**src/rtl/icache_pkg.sv**
```systemverilog
// Shared instruction-cache refill definitions: geometry constants, fill FSM states
// and the bank address mapping used by the data blockrams and the tag array.
package icache_pkg;

    localparam int SET_W  = 9;
    localparam int WAY_W  = 2;
    localparam int QW_W   = 128;
    localparam int NQ     = 4;
    localparam int ADDR_W = SET_W + WAY_W;

    typedef enum logic [1:0] {
        IDLE  = 2'd0,
        FILL  = 2'd1,
        DRAIN = 2'd2,
        DONE  = 2'd3
    } fill_state_t;

    // Every quarter bank holds one beat of each line at the same {set,way} slot.
    function automatic logic [ADDR_W-1:0] bank_addr(input logic [SET_W-1:0] set,
                                                     input logic [WAY_W-1:0] way);
        return {set, way};
    endfunction

endpackage

```
**src/rtl/icache_fill_writer.sv**
```systemverilog
// Refill writer: takes one miss-fill request plus four memory beats and streams each
// beat into its quarter bank through a registered shared write port.
module icache_fill_writer
    import icache_pkg::*;
(
    input  logic              clk,
    input  logic              rst,
    input  logic              req_valid,
    output logic              req_ready,
    input  logic [SET_W-1:0]  req_set,
    input  logic [WAY_W-1:0]  req_way,
    input  logic [1:0]        req_first_qw,
    input  logic              beat_valid,
    output logic              beat_ready,
    input  logic [QW_W-1:0]   beat_data,
    input  logic              fill_abort,
    output logic [NQ-1:0]     bram_wr_en,
    output logic [ADDR_W-1:0] bram_wr_addr,
    output logic [QW_W-1:0]   bram_wr_data,
    output logic              busy,
    output logic              fill_done,
    output logic [SET_W-1:0]  fill_set,
    output logic [WAY_W-1:0]  fill_way
);

    fill_state_t       state_q, state_d;
    logic [SET_W-1:0]  set_q, set_d;
    logic [WAY_W-1:0]  way_q, way_d;
    logic [1:0]        qptr_q, qptr_d;
    logic [2:0]        cnt_q, cnt_d;
    logic [NQ-1:0]     wr_en_q, wr_en_d;
    logic [ADDR_W-1:0] wr_addr_q, wr_addr_d;
    logic [QW_W-1:0]   wr_data_q, wr_data_d;
    logic              done_q, done_d;
    logic              busy_q, busy_d;

    // Abort must stop the beat handshake in the same cycle, so the ready is not registered.
    assign beat_ready = (state_q == FILL) && !fill_abort;
    assign req_ready  = (state_q == IDLE) && !rst;

    always_comb begin
        state_d   = state_q;
        set_d     = set_q;
        way_d     = way_q;
        qptr_d    = qptr_q;
        cnt_d     = cnt_q;
        wr_en_d   = '0;
        wr_addr_d = wr_addr_q;
        wr_data_d = wr_data_q;
        done_d    = 1'b0;

        unique case (state_q)
            IDLE: begin
                if (req_valid) begin
                    state_d = FILL;
                    set_d   = req_set;
                    way_d   = req_way;
                    qptr_d  = req_first_qw;
                    cnt_d   = 3'd0;
                end
            end
            FILL: begin
                if (fill_abort) begin
                    state_d = IDLE;
                end else if (beat_valid) begin
                    wr_en_d   = NQ'(1) << qptr_q;
                    wr_addr_d = bank_addr(set_q, way_q);
                    wr_data_d = beat_data;
                    qptr_d    = qptr_q + 2'd1;
                    cnt_d     = cnt_q + 3'd1;
                    if (cnt_q == 3'd3) begin
                        state_d = DRAIN;
                    end
                end
            end
            DRAIN: begin
                state_d = fill_abort ? IDLE : DONE;
                done_d  = !fill_abort;
            end
            DONE: begin
                state_d = IDLE;
            end
            default: begin
                state_d = IDLE;
            end
        endcase

        busy_d = (state_d != IDLE);
    end

    always_ff @(posedge clk or posedge rst) begin
        if (rst) begin
            state_q   <= IDLE;
            set_q     <= '0;
            way_q     <= '0;
            qptr_q    <= '0;
            cnt_q     <= '0;
            wr_en_q   <= '0;
            wr_addr_q <= '0;
            wr_data_q <= '0;
            done_q    <= 1'b0;
            busy_q    <= 1'b0;
        end else begin
            state_q   <= state_d;
            set_q     <= set_d;
            way_q     <= way_d;
            qptr_q    <= qptr_d;
            cnt_q     <= cnt_d;
            wr_en_q   <= wr_en_d;
            wr_addr_q <= wr_addr_d;
            wr_data_q <= wr_data_d;
            done_q    <= done_d;
            busy_q    <= busy_d;
        end
    end

    assign bram_wr_en   = wr_en_q;
    assign bram_wr_addr = wr_addr_q;
    assign bram_wr_data = wr_data_q;
    assign busy         = busy_q;
    assign fill_done    = done_q;
    assign fill_set     = set_q;
    assign fill_way     = way_q;

endmodule

```
**config.mk**
```make
export PLATFORM = sky130hd
export DESIGN_NAME = icache_fill_writer
export DESIGN_NICKNAME = d
export VERILOG_FILES = /design/src/rtl/icache_pkg.sv /design/src/rtl/icache_fill_writer.sv
export SDC_FILE = /design/constraint.sdc
export NUM_CORES = 1
export LEC_CHECK = 0
export BUFFER_PORTS_ARGS = -buffer_cell sky130_fd_sc_hd__buf_2
export CAP_MARGIN = 25
export CORE_ASPECT_RATIO = 1.25
export CORE_MARGIN = 2
export CORE_UTILIZATION = 35
export CTS_CLUSTER_SIZE = 25
export DETAILED_ROUTE_END_ITERATION = 8
export PLACE_DENSITY = 0.64
export SETUP_SLACK_MARGIN = 0.02
export SLEW_MARGIN = 15
export SYNTH_ARGS = -nofsm -noshare
export SYNTH_HDL_FRONTEND = slang
export SYNTH_SLANG_ARGS = --single-unit
```
**constraint.sdc**
```tcl
create_clock -name clk -period 6.2 [get_ports clk]
set_input_delay 0.31 -clock clk [delete_from_list [all_inputs] [get_ports clk]]
set_output_delay 0.31 -clock clk [all_outputs]
set_load 0.005 [all_outputs]
```
# --- Word level (Yosys, flattened, before mapping) ---
# Index checks and enable logic that the tools add are counted.
op_classes:
  n_reduce_logical: 10
  addsub: 2
  n_mux: 18
  bitwise_logic: 1
  n_eq_ne: 7
  shift: 1
ops:
  columns: ["cell", "count"]
  rows:
  - ["$mux 2", 8]
  - ["$mux 4", 3]
  - ["$mux 3", 3]
  - ["$pmux 2 s4", 1]
  - ["$ne 2x2->1 const B", 3]
  - ["$pmux 3 s2", 1]
  - ["$eq 2x2->1 const B", 2]
  - ["$pmux 2 s2", 1]
  - ["$reduce_and 4->1", 1]
  - ["$reduce_bool 2->1", 2]
  - ["$shl 1x2->4 const A", 1]
  - ["$add 3x1->3 const B", 1]
  - ["$eq 3x2->1 const B", 1]
  - ["$reduce_and 3->1", 1]
  - ["$add 2x1->2 const B", 1]
  - ["$eq 2x1->1 const B", 1]
  - ["$logic_and 1x1->1", 2]
  - ["$logic_not 1->1", 2]
  - ["$logic_not 2->1", 1]
  - ["$reduce_and 2->1", 1]
  - ["$mux 1", 1]
  - ["$not 1->1", 1]
totals:
  ff_bits: 163

# --- Longest topological paths before layout ---
logic_depth:
  depth_word: 6
  ltp_mapped: 4
  ltp_nobuf: 4

# --- Worst setup path before layout ---
# Ideal clock, no wire load.
synth_path:
  path_type: "register to register"
  from: "reg state_q[1]"
  to: "reg wr_addr_q[0], in the netlist bram_wr_addr[0]"
  synth_period_minus_slack_ps: 1493
  setup_time_ps: 125
  t_arrival_ps: 1368
  slack_ps: 4707
  stages_incl_launch_ff: 5
  path_buffers: 2
  cell_sequence: "dfrtp_1 -> and4bb_4 -> buf_8 -> buf_6 -> mux2_4"
synth_between:
  elab_chain_len: 2
synth_lines:
  columns: ["item", "line_no", "text"]
  rows:
  - ["start, declared", "icache_fill_writer.sv:26", "fill_state_t state_q, state_d;"]
  - ["start signal, assigned", "icache_fill_writer.sv:104", "state_q <= state_d;"]
  - ["$eq 2x1->1", "icache_fill_writer.sv:52", "unique case (state_q)"]
  - ["$reduce_and 3->1 (no source line)", null, null]
  - ["end signal, assigned", "icache_fill_writer.sv:110", "wr_addr_q <= wr_addr_d;"]
  - ["end, declared", "icache_fill_writer.sv:32", "logic [ADDR_W-1:0] wr_addr_q, wr_addr_d;"]
# No other way between the ends.
# A chain may end at the register's enable or synchronous reset.

# --- Final worst setup path ---
layout_path:
  from: "reg state_q[1]"
  to: "reg wr_data_q[92], in the netlist bram_wr_data[92]"
layout_between:
  elab_chain_len: 2
layout_lines:
  columns: ["item", "line_no", "text"]
  rows:
  - ["$eq 2x1->1", "icache_fill_writer.sv:52", null]
  - ["$reduce_and 3->1 (no source line)", null, null]
  - ["end signal, assigned", "icache_fill_writer.sv:111", "wr_data_q <= wr_data_d;"]
  - ["end, declared", "icache_fill_writer.sv:33", "logic [QW_W-1:0] wr_data_q, wr_data_d;"]
# No other way between the ends.

==> results.sh <==
export IMPL_seq_area_frac_synth_pct=60.1
export IMPL_die_width_um=129
export IMPL_peakVddDrop_v=0.000212
export IMPL_synth_largest_area_cell="dfrtp_1"
export IMPL_syn_avg_cell_area_um2=18.2
export IMPL_max_freq_mhz=412
export IMPL_post_cts_setup_buffers=0
export IMPL_layout_commonest_cell="buf_2"
export IMPL_placed_cells=895
export IMPL_grt_overflow=0
export IMPL_drive_gt1_share_pct=71.2
export IMPL_dieArea_um2=20500
export IMPL_critPathCaptureType="flip-flop"
export IMPL_slew_viol_final=0
export IMPL_place_ws_ps=3520
export IMPL_initial_core_util_pct=35.9
export IMPL_reg2reg_from="state_q[1]"
export IMPL_p_clk_share_pct=26.0
export IMPL_min_period_ps=2430
export IMPL_cp_max_fo=45
export IMPL_yosysWarnings=0
export IMPL_grt_pass1_vias=4460
export IMPL_viasPerCell=4.49
export IMPL_hold_slack_ps=85.5
export IMPL_r2r_setup_slack_ps=3770
export IMPL_final_antenna_net_count=0
export IMPL_routed_wirelength_um=15300
export IMPL_path_clk_slew_ps=60
export IMPL_antenna_found_initial=1
export IMPL_crit_start="state_q[1]"
export IMPL_fillers=1708
export IMPL_clockRootBuffer="clkbuf_16"
export IMPL_rows=56
export IMPL_cts_sink_count=163
export IMPL_register_area_um2=4080
export IMPL_gp_congestion=0.725
export IMPL_pwr_share_comb_pct=31.4
export IMPL_critPathArrivalTime_ps=2720
export IMPL_cts_buffers_inserted=17
export IMPL_multi_input_area_um2=2490
export IMPL_layout_common_cells="buf_2, dfrtp_1, mux2_4"
export IMPL_syn_num_nets=525
export IMPL_min_path_type="in -> async"
export IMPL_ys_types=25
export IMPL_first_pass_iters=4
export IMPL_setup_violations=0
export IMPL_ctsResizeCount=0
export IMPL_fin_crit_sh_pct=39.1
export IMPL_finish_instance_area_um2=9080
export IMPL_finalWorstSetupSlack_ps=3770
export IMPL_final_cells=930
export IMPL_grt_usage_pct=14.7
export IMPL_hpwl_um=11100
export IMPL_synth_top_cell_area_share_pct=60.1
export IMPL_syn_area_um2=6780
export IMPL_setup_tns_ps=0
export IMPL_nNetsFinal=836
export IMPL_maxCapViolCount=0
export IMPL_total_power_mw=4.03
export IMPL_switching_share_pct=27.7
export IMPL_dpl_instance_area_um2=8430
export IMPL_p_per_area_nw_per_um2=444
export IMPL_route_detailed_drc=0
export IMPL_io_buffers=303
export IMPL_cts_tree="yes"
export IMPL_final_core_util_pct=48.0
export IMPL_slew_limit_headroom_pct=43.2
export IMPL_crit_required_ps=6490
export IMPL_area_growth_pct=33.9
export IMPL_run_status="finished clean"
export IMPL_die_y_um=160
export IMPL_tightest_slew_ps=853
export IMPL_p_leak_nw=4.65
export IMPL_vias=4177
export IMPL_hold_buffers=0
export IMPL_p_sw_mw=1.12
export IMPL_core_area_um2=18900
export IMPL_p_int_mw=2.92
export IMPL_synthTopCellsByArea="dfrtp_1, mux2_4, mux2_2"
export IMPL_power_frac_seq_pct=42.6
export IMPL_rsz0062_at_grt="false"
export IMPL_finalHoldViolations=0
export IMPL_num_io_pins=304
export IMPL_cts_buffer_depth=2
export IMPL_initialDrtViolationCount=112
export IMPL_fin_worst_skew_ps=7.16
export IMPL_synth_seq_cells=163
export IMPL_start_kind="flip-flop"
export IMPL_syn_inst=373
export IMPL_grt_max_degree=96
export IMPL_worstSkewPairLatency_ps=410
export IMPL_path_class="reg -> reg"
export IMPL_grt_pass1_wl_um=23700
export IMPL_wl_per_cell_um=16.4
export IMPL_htree_levels=4
[cells by family after synthesis]
logic type	share of synthesized area (%)
flops	60.1
mux	33.1
buf+inv	3.15
simple gates	1.94
compound gates	0.535
fa+ha+maj	1.11
[Yosys cell counts]
master    number
a211o_1        1
a21o_1         1
a21oi_1        2
and2_1         4
and4bb_4       1
buf_4          1
buf_6         15
buf_8          1
dfrtp_1      163
ha_1           6
inv_1          6
mux2_1         1
mux2_2        16
mux2_4       135
mux2i_1        3
nand2_1        2
nand2b_1       4
nand3_1        1
nor2_1         3
nor2_4         1
nor2b_1        1
nor3_1         1
nor3b_2        1
o21ai_0        2
or2_2          1
[registers in the layout (all words and copies together) (netlist names), 2 cells and up]
register	count
cnt_q	3
bram_wr_data	128
fill_set	9
bram_wr_en	4
state_q	2
bram_wr_addr	11
fill_way	2
qptr_q	2
[worst max-delay path: stages (launching register included)]
cell      delay [ps]
dfrtp_1          460
and4bb_4         670
buf_4            440
buf_16           330
mux2_4           340
[power by group through the flow]
stage	logic (mW)	registers, mW	clock network [mW]
final	1.27	1.72	1.05
after global routing	1.38	1.77	1.12
after CTS	1.29	1.72	1.08
after detailed placement	1.29	1.72	0
after global placement	1.25	1.72	0
after floorplan	0.689	1.74	0
[worst paths after layout]
check / to / cells past startpoint
min in group clk: state_q[1] / 2
worst min-delay path: bram_wr_data[34] / 2
worst max-delay path: bram_wr_data[92] / 4
worst max register to register: bram_wr_data[92] / 4
worst min register to register: bram_wr_data[29] / 1
max in group asynchronous: busy / 3
[metal layers]
metal	track usage, %	routed length (µm)	vias up
li1	-	-	1926
met1	17.0	6010	2052
met2	25.7	7950	181
met3	4.29	1000	18
met4	4.94	286	0
met5	0	0	-
[final cells by class]
class                      instances  area share, %
sequential                       163           44.9
multi-input combinational        187           27.4
timing repair buffer             309           17.6
clock buffer                      19           4.88
tap                              232           3.20
clock inverter                    13           1.64
inverter                           6          0.303
antenna                            1         0.0275
(Power assumes the default switching activity.)
